[config.mk]
export PLATFORM = sky130hd
export DESIGN_NAME = async_fifo_wr_arbiter
export DESIGN_NICKNAME = d
export VERILOG_FILES = /design/src/rtl/async_fifo_wr_arbiter_pkg.sv /design/src/rtl/async_fifo_rr_pick.sv /design/src/rtl/async_fifo_wr_arbiter.sv
export SDC_FILE = /design/constraint.sdc
export NUM_CORES = 1
export LEC_CHECK = 0
export ABC_AREA = 1
export CAP_MARGIN = 20
export CORE_UTILIZATION = 39
export DETAILED_ROUTE_END_ITERATION = 8
export GPL_TIMING_DRIVEN = 1
export PLACE_DENSITY = 0.78
export SYNTH_ARGS = -nofsm -noshare
export SYNTH_HDL_FRONTEND = slang
export SYNTH_SLANG_ARGS = --single-unit
export TNS_END_PERCENT = 30
[constraint.sdc]
create_clock -name wclk -period 1.43 [get_ports wclk]
set_input_delay 0.286 -clock wclk [delete_from_list [all_inputs] [get_ports wclk]]
set_output_delay 0.286 -clock wclk [all_outputs]
set_load 0.01 [all_outputs]
[src/rtl/async_fifo_wr_arbiter_pkg.sv]
// Shared types and defaults for the async FIFO write-port arbiter.
package async_fifo_arb_pkg;

  typedef enum logic {
    IDLE = 1'b0,
    XFER = 1'b1
  } arb_state_t;

  localparam int unsigned CNT_W       = 16;
  localparam int unsigned DEF_NREQ    = 4;
  localparam int unsigned DEF_DSIZE   = 8;
  localparam int unsigned DEF_TIMEOUT = 64;

endpackage

[src/rtl/async_fifo_rr_pick.sv]
// Rotate-priority picker: first set request at or above rr_ptr, modulo NREQ.
module async_fifo_rr_pick
  import async_fifo_arb_pkg::*;
#(
  parameter int unsigned NREQ = DEF_NREQ,
  parameter int unsigned IW   = $clog2(NREQ)
) (
  input  logic [NREQ-1:0] req,
  input  logic [IW-1:0]   rr_ptr,
  output logic            valid,
  output logic [IW-1:0]   index
);

  int unsigned k;

  // Scan offsets from farthest to nearest so the nearest set bit wins.
  always_comb begin
    valid = |req;
    index = '0;
    k     = 0;
    for (int unsigned off = NREQ; off > 0; off--) begin
      k = (32'(rr_ptr) + off - 1) % NREQ;
      if (req[k]) index = IW'(k);
    end
  end

endmodule

[src/rtl/async_fifo_wr_arbiter.sv]
// Packet-aware round-robin arbiter for the write port of an async FIFO.
// Optional stall timeout: define ASYNC_FIFO_WR_ARBITER_TIMEOUT_EN.
module async_fifo_wr_arbiter
  import async_fifo_arb_pkg::*;
#(
  parameter int unsigned NREQ    = DEF_NREQ,
  parameter int unsigned DSIZE   = DEF_DSIZE,
  parameter int unsigned TIMEOUT = DEF_TIMEOUT
) (
  input  logic                    wclk,
  input  logic                    wrst_n,
  input  logic [NREQ-1:0]         req_valid,
  input  logic [NREQ*DSIZE-1:0]   req_data,
  input  logic [NREQ-1:0]         req_last,
  output logic [NREQ-1:0]         req_ready,
  output logic [DSIZE:0]          fifo_wdata,
  output logic                    fifo_winc,
  input  logic                    fifo_wfull,
  output logic [$clog2(NREQ)-1:0] grant_id,
  output logic                    busy,
  output logic [CNT_W-1:0]        pkt_cnt,
  output logic                    timeout_err
);

  localparam int unsigned IW = $clog2(NREQ);

  if (NREQ < 2 || NREQ > 8 || TIMEOUT < 1) begin : g_bad_param
    $error("async_fifo_wr_arbiter: parameter out of range");
  end

  arb_state_t    state, state_nxt;
  logic [IW-1:0] rr_ptr, ptr_nxt, grant_nxt, g_inc, pick_idx;
  logic          pick_vld, done, force_rel;

  async_fifo_rr_pick #(
    .NREQ (NREQ),
    .IW   (IW)
  ) u_pick (
    .req    (req_valid),
    .rr_ptr (rr_ptr),
    .valid  (pick_vld),
    .index  (pick_idx)
  );

  // Handshake and write datapath, combinational from the current grant.
  always_comb begin
    req_ready  = '0;
    fifo_winc  = 1'b0;
    fifo_wdata = {req_last[grant_id], req_data[32'(grant_id) * DSIZE +: DSIZE]};
    if (state == XFER) begin
      req_ready[grant_id] = ~fifo_wfull;
      fifo_winc           = req_valid[grant_id] & ~fifo_wfull;
    end
  end

  assign busy  = (state == XFER);
  assign done  = fifo_winc & req_last[grant_id];
  assign g_inc = (grant_id == IW'(NREQ - 1)) ? '0 : grant_id + 1'b1;

`ifdef ASYNC_FIFO_WR_ARBITER_TIMEOUT_EN
  localparam int unsigned TO_W = $clog2(TIMEOUT + 1);
  logic [TO_W-1:0] stall_cnt;

  // Fires on the TIMEOUT-th consecutive XFER cycle without an accepted beat.
  assign force_rel = (state == XFER) && !fifo_winc && (stall_cnt == TO_W'(TIMEOUT - 1));

  // Stall counter clears in IDLE (so it starts at 0 on grant) and on every accepted beat.
  always_ff @(posedge wclk or negedge wrst_n) begin
    if (!wrst_n) begin
      stall_cnt   <= '0;
      timeout_err <= 1'b0;
    end else begin
      timeout_err <= force_rel;
      if (state != XFER || fifo_winc || force_rel) stall_cnt <= '0;
      else                                         stall_cnt <= stall_cnt + 1'b1;
    end
  end
`else
  assign force_rel   = 1'b0;
  assign timeout_err = 1'b0;
`endif

  // Next-state: grant from IDLE, release after the last beat or on timeout.
  always_comb begin
    state_nxt = state;
    grant_nxt = grant_id;
    ptr_nxt   = rr_ptr;
    unique case (state)
      IDLE: begin
        if (pick_vld) begin
          state_nxt = XFER;
          grant_nxt = pick_idx;
        end
      end
      XFER: begin
        if (done || force_rel) begin
          state_nxt = IDLE;
          ptr_nxt   = g_inc;
        end
      end
    endcase
  end

  // Arbitration state and packet counter.
  always_ff @(posedge wclk or negedge wrst_n) begin
    if (!wrst_n) begin
      state    <= IDLE;
      rr_ptr   <= '0;
      grant_id <= '0;
      pkt_cnt  <= '0;
    end else begin
      state    <= state_nxt;
      rr_ptr   <= ptr_nxt;
      grant_id <= grant_nxt;
      if (done) pkt_cnt <= pkt_cnt + 1'b1;
    end
  end

endmodule

## After elaboration in Yosys (flattened, before gate mapping)

Index checks and enable logic that the tools add are counted.

- Input port bits: 43
- Bits in latches: 0
- Bits in registers: 21
- RAM bits: 0
- Output and inout bits: 34
- Bits in read-only memories: 0
- Logic and storage cells: 55
- Memories kept: 0

- Order comparisons: 6
- Shift operators: 1
- Divide/modulo/power cells: 0
- Eq/ne operators: 1
- Multiplexer cells: 24
- Multiply operators: 0
- Reduce and logical (&&, ||, !) cells: 4
- Bitwise logic cells: 5
- $add $sub $neg: 10

Operators by type and width:

| kind | number |
|---|---|
| $shiftx A32 B6 Y8 | 1 |
| $add A16 B1 Y16 const B | 1 |
| $lt A2 B3 Y1 const B | 5 |
| $bmux W1 S2 | 6 |
| $mux W1 | 10 |
| $mux W2 | 5 |
| $sub A2 B1 Y2 const B | 4 |
| $add A2 B1 Y2 const B | 3 |
| $add A2 B2 Y2 const B | 2 |
| $and A4 B4 Y4 | 1 |
| $mux W4 | 1 |
| $reduce_and A2 Y1 | 2 |
| $reduce_or A4 Y1 | 1 |
| $and A1 B1 Y1 | 2 |
| $demux W1 S2 | 1 |
| $eq A2 B2 Y1 const B | 1 |
| $ge A2 B1 Y1 const B | 1 |
| $not A1 Y1 | 2 |
| $pmux W1 S2 | 1 |
| $logic_and A1 B1 Y1 | 1 |

## Longest topological paths before layout

- Depth after elaboration: 8
- Mapped depth: 11
- Gate-level depth less buffers: 10

## By module

Synthesis repeated with hierarchy kept, for this count alone.

- Cell total of the unflattened synthesis: 296
- Area total of the unflattened synthesis: 1,918.1 µm²

By module, submodules not included:

| module | instances | sequential area each (µm²) | cells an instance | area an instance (µm²) |
|---|---|---|---|---|
| async_fifo_wr_arbiter | 1 | 525.5 | 250 | 1,729.2 |
| async_fifo_rr_pick | 1 | 0.0 | 46 | 188.9 |

## Worst setup path after synthesis

OpenSTA, ideal clock, no wires.

- Path type: register to output
- From: reg grant_id[0]
- To: out req_ready[0]
- Cell stages (with the launch flop): 7
- Slack: -231 ps
- Buffers on the path: 2
- Arrival time: 1,375 ps
- Data required time: 1,144 ps
- Cell sequence: dfrtp_1 -> inv_2 -> buf_6 -> clkbuf_1 -> ha_1 -> inv_1 -> nor2_1

- Cells in the longest elaborated chain, start to end: 6
- Elaborated cells on any way between the ends: 7
- Those cells by class: order compare: 2; mux: 3; bitwise: 1; reduce/logical: 1

RTL lines:

| item | RTL line | RTL |
|---|---|---|
| start: declaration | async_fifo_wr_arbiter.sv:19 | `output logic [$clog2(NREQ)-1:0] grant_id,` |
| start signal: assignment | async_fifo_wr_arbiter.sv:114 | `grant_id <= grant_nxt;` |
| $lt A2 B3 Y1 (not written as such) or $ge A2 B1 Y1 (tied branches) | async_fifo_wr_arbiter.sv:51 | `req_ready[grant_id] = ~fifo_wfull;` |
| $logic_and A1 B1 Y1 (not written as such) | async_fifo_wr_arbiter.sv:51 |  |
| $mux W1 (not written as such) | async_fifo_wr_arbiter.sv:51 |  |
| $demux W1 S2 (*) | async_fifo_wr_arbiter.sv:51 |  |
| $and A4 B4 Y4 (no line) (*) | - |  |
| $mux W4 (*) | async_fifo_wr_arbiter.sv:50 | `if (state == XFER) begin` |
| end: declaration | async_fifo_wr_arbiter.sv:15 | `output logic [NREQ-1:0] req_ready,` |

Every way passes the cells marked *; elsewhere a longest branch is shown, timed or not.

## Worst setup path after layout

- From: reg grant_id[0]
- To: out fifo_wdata[0]

- Cells in the longest elaborated chain, start to end: 1

RTL lines:

| item | RTL line | RTL |
|---|---|---|
| $shiftx A32 B6 Y8 | async_fifo_wr_arbiter.sv:49 | `fifo_wdata = {req_last[grant_id], req_data[32'(grant_id) * DSIZE +: DSIZE]};` |
| end: declaration | async_fifo_wr_arbiter.sv:16 | `output logic [DSIZE:0] fifo_wdata,` |

Every way passes these cells.

==> key figures <==
Clock tree
  – Clk_lat worst skew: 260 ps
  – CTS tree: done
  – Num CTS Buffers: 3
  – CTS sink count: 21
  – Clock slew at reported path FFs: 70 ps
  – H-Tree Depth: 1
  – Max Root-Sink Buffers: 2
  – Root Buffer: clkbuf_8

Timing
  – Post-layout minimum cycle time: 1690 ps
  – Slew Limit Fails: 0
  – Setup Total Neg Slack: -6260 ps
  – Fin crit share: 118%
  – Final hold vios: 0
  – Fin Clk Skew: between 2 and 2.5 ps
  – Finish-stage setup viols: 34
  – Max Fclk: 0.591 GHz
  – RSZ-0062 raised after global routing: yes
  – Final worst slack: -263 ps

Synth
  – Synthesized area: 1800 sq um
  – Top-area cell type share of the netlist area: between 20% and 30%
  – Yosys top cell by area: dfrtp_1
  – Synth top area cells: dfrtp_1 29%, nand2_1 15%, nor2_1 7.9%
  – Seq cells post-synth: 21
  – Total number of yosys warnings: 0
  – Gate Count Post-Synth: roughly 260
  – Sequential area share after synthesis: between 20 and 30%
  – Number of distinct library cells after synthesis: 33
  – Mapped Nets: 312
  – Syn Area/Cell: 6.82 sq um

Detailed routing
  – Residual DRC: 0
  – DR vias: 2175
  – DRT iter0 DRCs: roughly 150
  – Routed WL: between 6000 and 7000 um
  – WL per Instance: 14.5 um
  – Initial DRT Pass Iterations: 4
  – DRT antenna net count: 0
  – Vias/cell: 5.07

Global routing
  – First-pass GRT wire length: just over 9000 um
  – Vias in the first global route: 2001
  – Largest net degree at the start of global routing: 22
  – GRT Util Overall: between 20% and 30%
  – Initial antenna violation count: 0
  – Total grt overflow: 0

Placed design
  – Routability Congestion: between 0.8 and 0.9
  – Hpwl dp: 4170 um
  – Port Buffers: between 70 and 80

Critical path
  – Worst Path Arrival: 1410 ps
  – Setup CP Type: register to output pin
  – Reg2Reg Setup Slack: -190 ps
  – CP max stage delay: 450 ps
  – CP cell instances: inv_4 -> buf_6 -> buf_12 -> nor2_1 -> o22ai_1 -> buf_2
  – CP endpoint kind: output pin
  – R2R cell count: 10
  – Reg2reg end: pkt_cnt[0]
  – Crit-path max FO: 9
  – Crit-path slowest cell: dfrtp_2
  – Reg2Reg Launch Point: grant_id[0]
  – Worst Setup Start Kind: register
  – WP data required: 1140 ps

Final layout
  – Inserted Diodes: 0
  – Share of cells above drive strength 1: around a third
  – Commonest cells after routing, fill and taps aside: 57 x nand2_1, 42 x clkdlybuf4s50_1, 33 x nor2_1
  – Most common cell after layout, fill and taps aside: nand2_1
  – Layout Utilization: 70.8%
  – Reg area: ~530 sq um
  – Footprint of the multi-input gates: 1190 sq um
  – Layout area overhead: 72.5%
  – Fillers: 320
  – Number of nets in the layout: 426

Flow run
  – Max_cap viols: 0

Power and ir drop
  – Maximum vdd ir drop: ~0.0011 V
  – Overall Power: about 5.3 mW
  – Total leakage power: ~1.5 nW
  – Cell Pwr Density: 1710 nW/um^2

Floorplan
  – Core Rows: 24
  – Num ports: 77
  – Die ar.: 4890 sq um
  – Core area: around 4400 sq um
  – Die H: 69.9 um
  – Die Width: 69.9 um
  – Initial Utilization: about 40%

Status
  – Outcome: complete, but fails checks
  – Failing checks: negative setup slack

Worst hold path
  – Hold crit path type: primary input to async pin
==> power by group <==
part	internal [mW]	total [mW]	switching (mW)	leakage (nW)
sequential	0.781	1.01	0.229	0.265
clock	0.199	0.389	0.190	0.0228
combinational	1.94	3.91	1.97	1.20
total	2.92	5.30	2.39	1.49
==> sequential cells by signal, indices dropped and copies added, names as in the netlist <==
name      flops
grant_id      2
rr_ptr        2
busy          1
pkt_cnt      16
==> kinds of logic after synthesis <==
logic type	synth area share [%]
XOR/XNOR	6.32
buffers and inverters	11.3
other	0.208
flip-flops	29.2
adder cells (fa/ha/maj)	3.47
AO/OA/AOI/OAI	16.1
AND/OR/NAND/NOR	33.4
==> synthesized netlist by cell type <==
library cell and number:
inv_2 1, nand2_2 5, inv_1 26, nand4_1 2, nand2_1 72, o22ai_2 1, clkbuf_1 3, a21oi_1 1
nand3_2 1, nor3_1 5, ha_1 5, nor2_2 1, buf_8 1, or2_1 1, nand2_4 1, nor3_2 1
inv_4 1, o21ai_0 21, xor2_1 10, nor2_1 38, o22ai_1 8, xnor2_1 3, buf_6 2, conb_1 1
o21ai_2 8, buf_4 3, buf_12 1, buf_2 1, o21ai_1 2, a21oi_4 1, nand3_1 15, dfrtp_1 21
o211ai_4 1
==> worst max-delay path, delay by kind of cell, from the launching register on <==
family,cells,cell delay [ps]
buffers and inverters,4,480
and+or+nand+nor,1,40
AOI/OAI and AO/OA,1,170
DFF,1,450
==> layer usage <==
metal | track usage, % | vias to the layer above | share of wire, %
li1 | - | 1068 | -
met2 | 42.4 | 79 | 50
met5 | 0 | - | 0
met1 | 29.6 | 1018 | 43
met3 | 2.89 | 10 | 5.3
met4 | 4.89 | 0 | 1.3
==> metrics by stage <==
stage | std cells | instance area, sq um | worst slack [ps] | hold slack, ps
floorplan | 264 | 1820 | -15.8 | -9.59
global placement | 411 | 2810 | -568 | 512
detailed placement | 411 | 2810 | -594 | 525
CTS | 423 | 2900 | -238 | 373
global route | 429 | 3110 | -322 | 388
finish | 429 | 3110 | -263 | 360
==> layout make-up <==
| class | instances | share of cell area [%] |
|---|---|---|
| clock buffer | 4 | 1.45 |
| tap | 52 | 2.10 |
| inverter | 28 | 3.95 |
| timing repair buffer | 120 | 36.9 |
| multi-input combinational | 204 | 38.4 |
| sequential | 21 | 17.2 |
==> worst max path at each step <==
stage | from | end | slack, ps
floorplan | grant_id[1] | req_ready[1] | -20
global route | grant_id[0] | fifo_winc | -320
global placement | fifo_wfull | fifo_winc | -570
detailed placement | fifo_wfull | req_ready[1] | -590
CTS | grant_id[0] | fifo_winc | -240
finish | grant_id[0] | fifo_wdata[0] | -260
==> timing repair <==
action / in CTS / in global routing
cloned: 0 / 3
buffers inserted: 8 / 3
setup endpoints to repair: 52 / 37
resized for setup: 107 / 37
hold buffers: 0 / 0
pin swaps: 6 / 10
(Power assumes the default switching activity.)
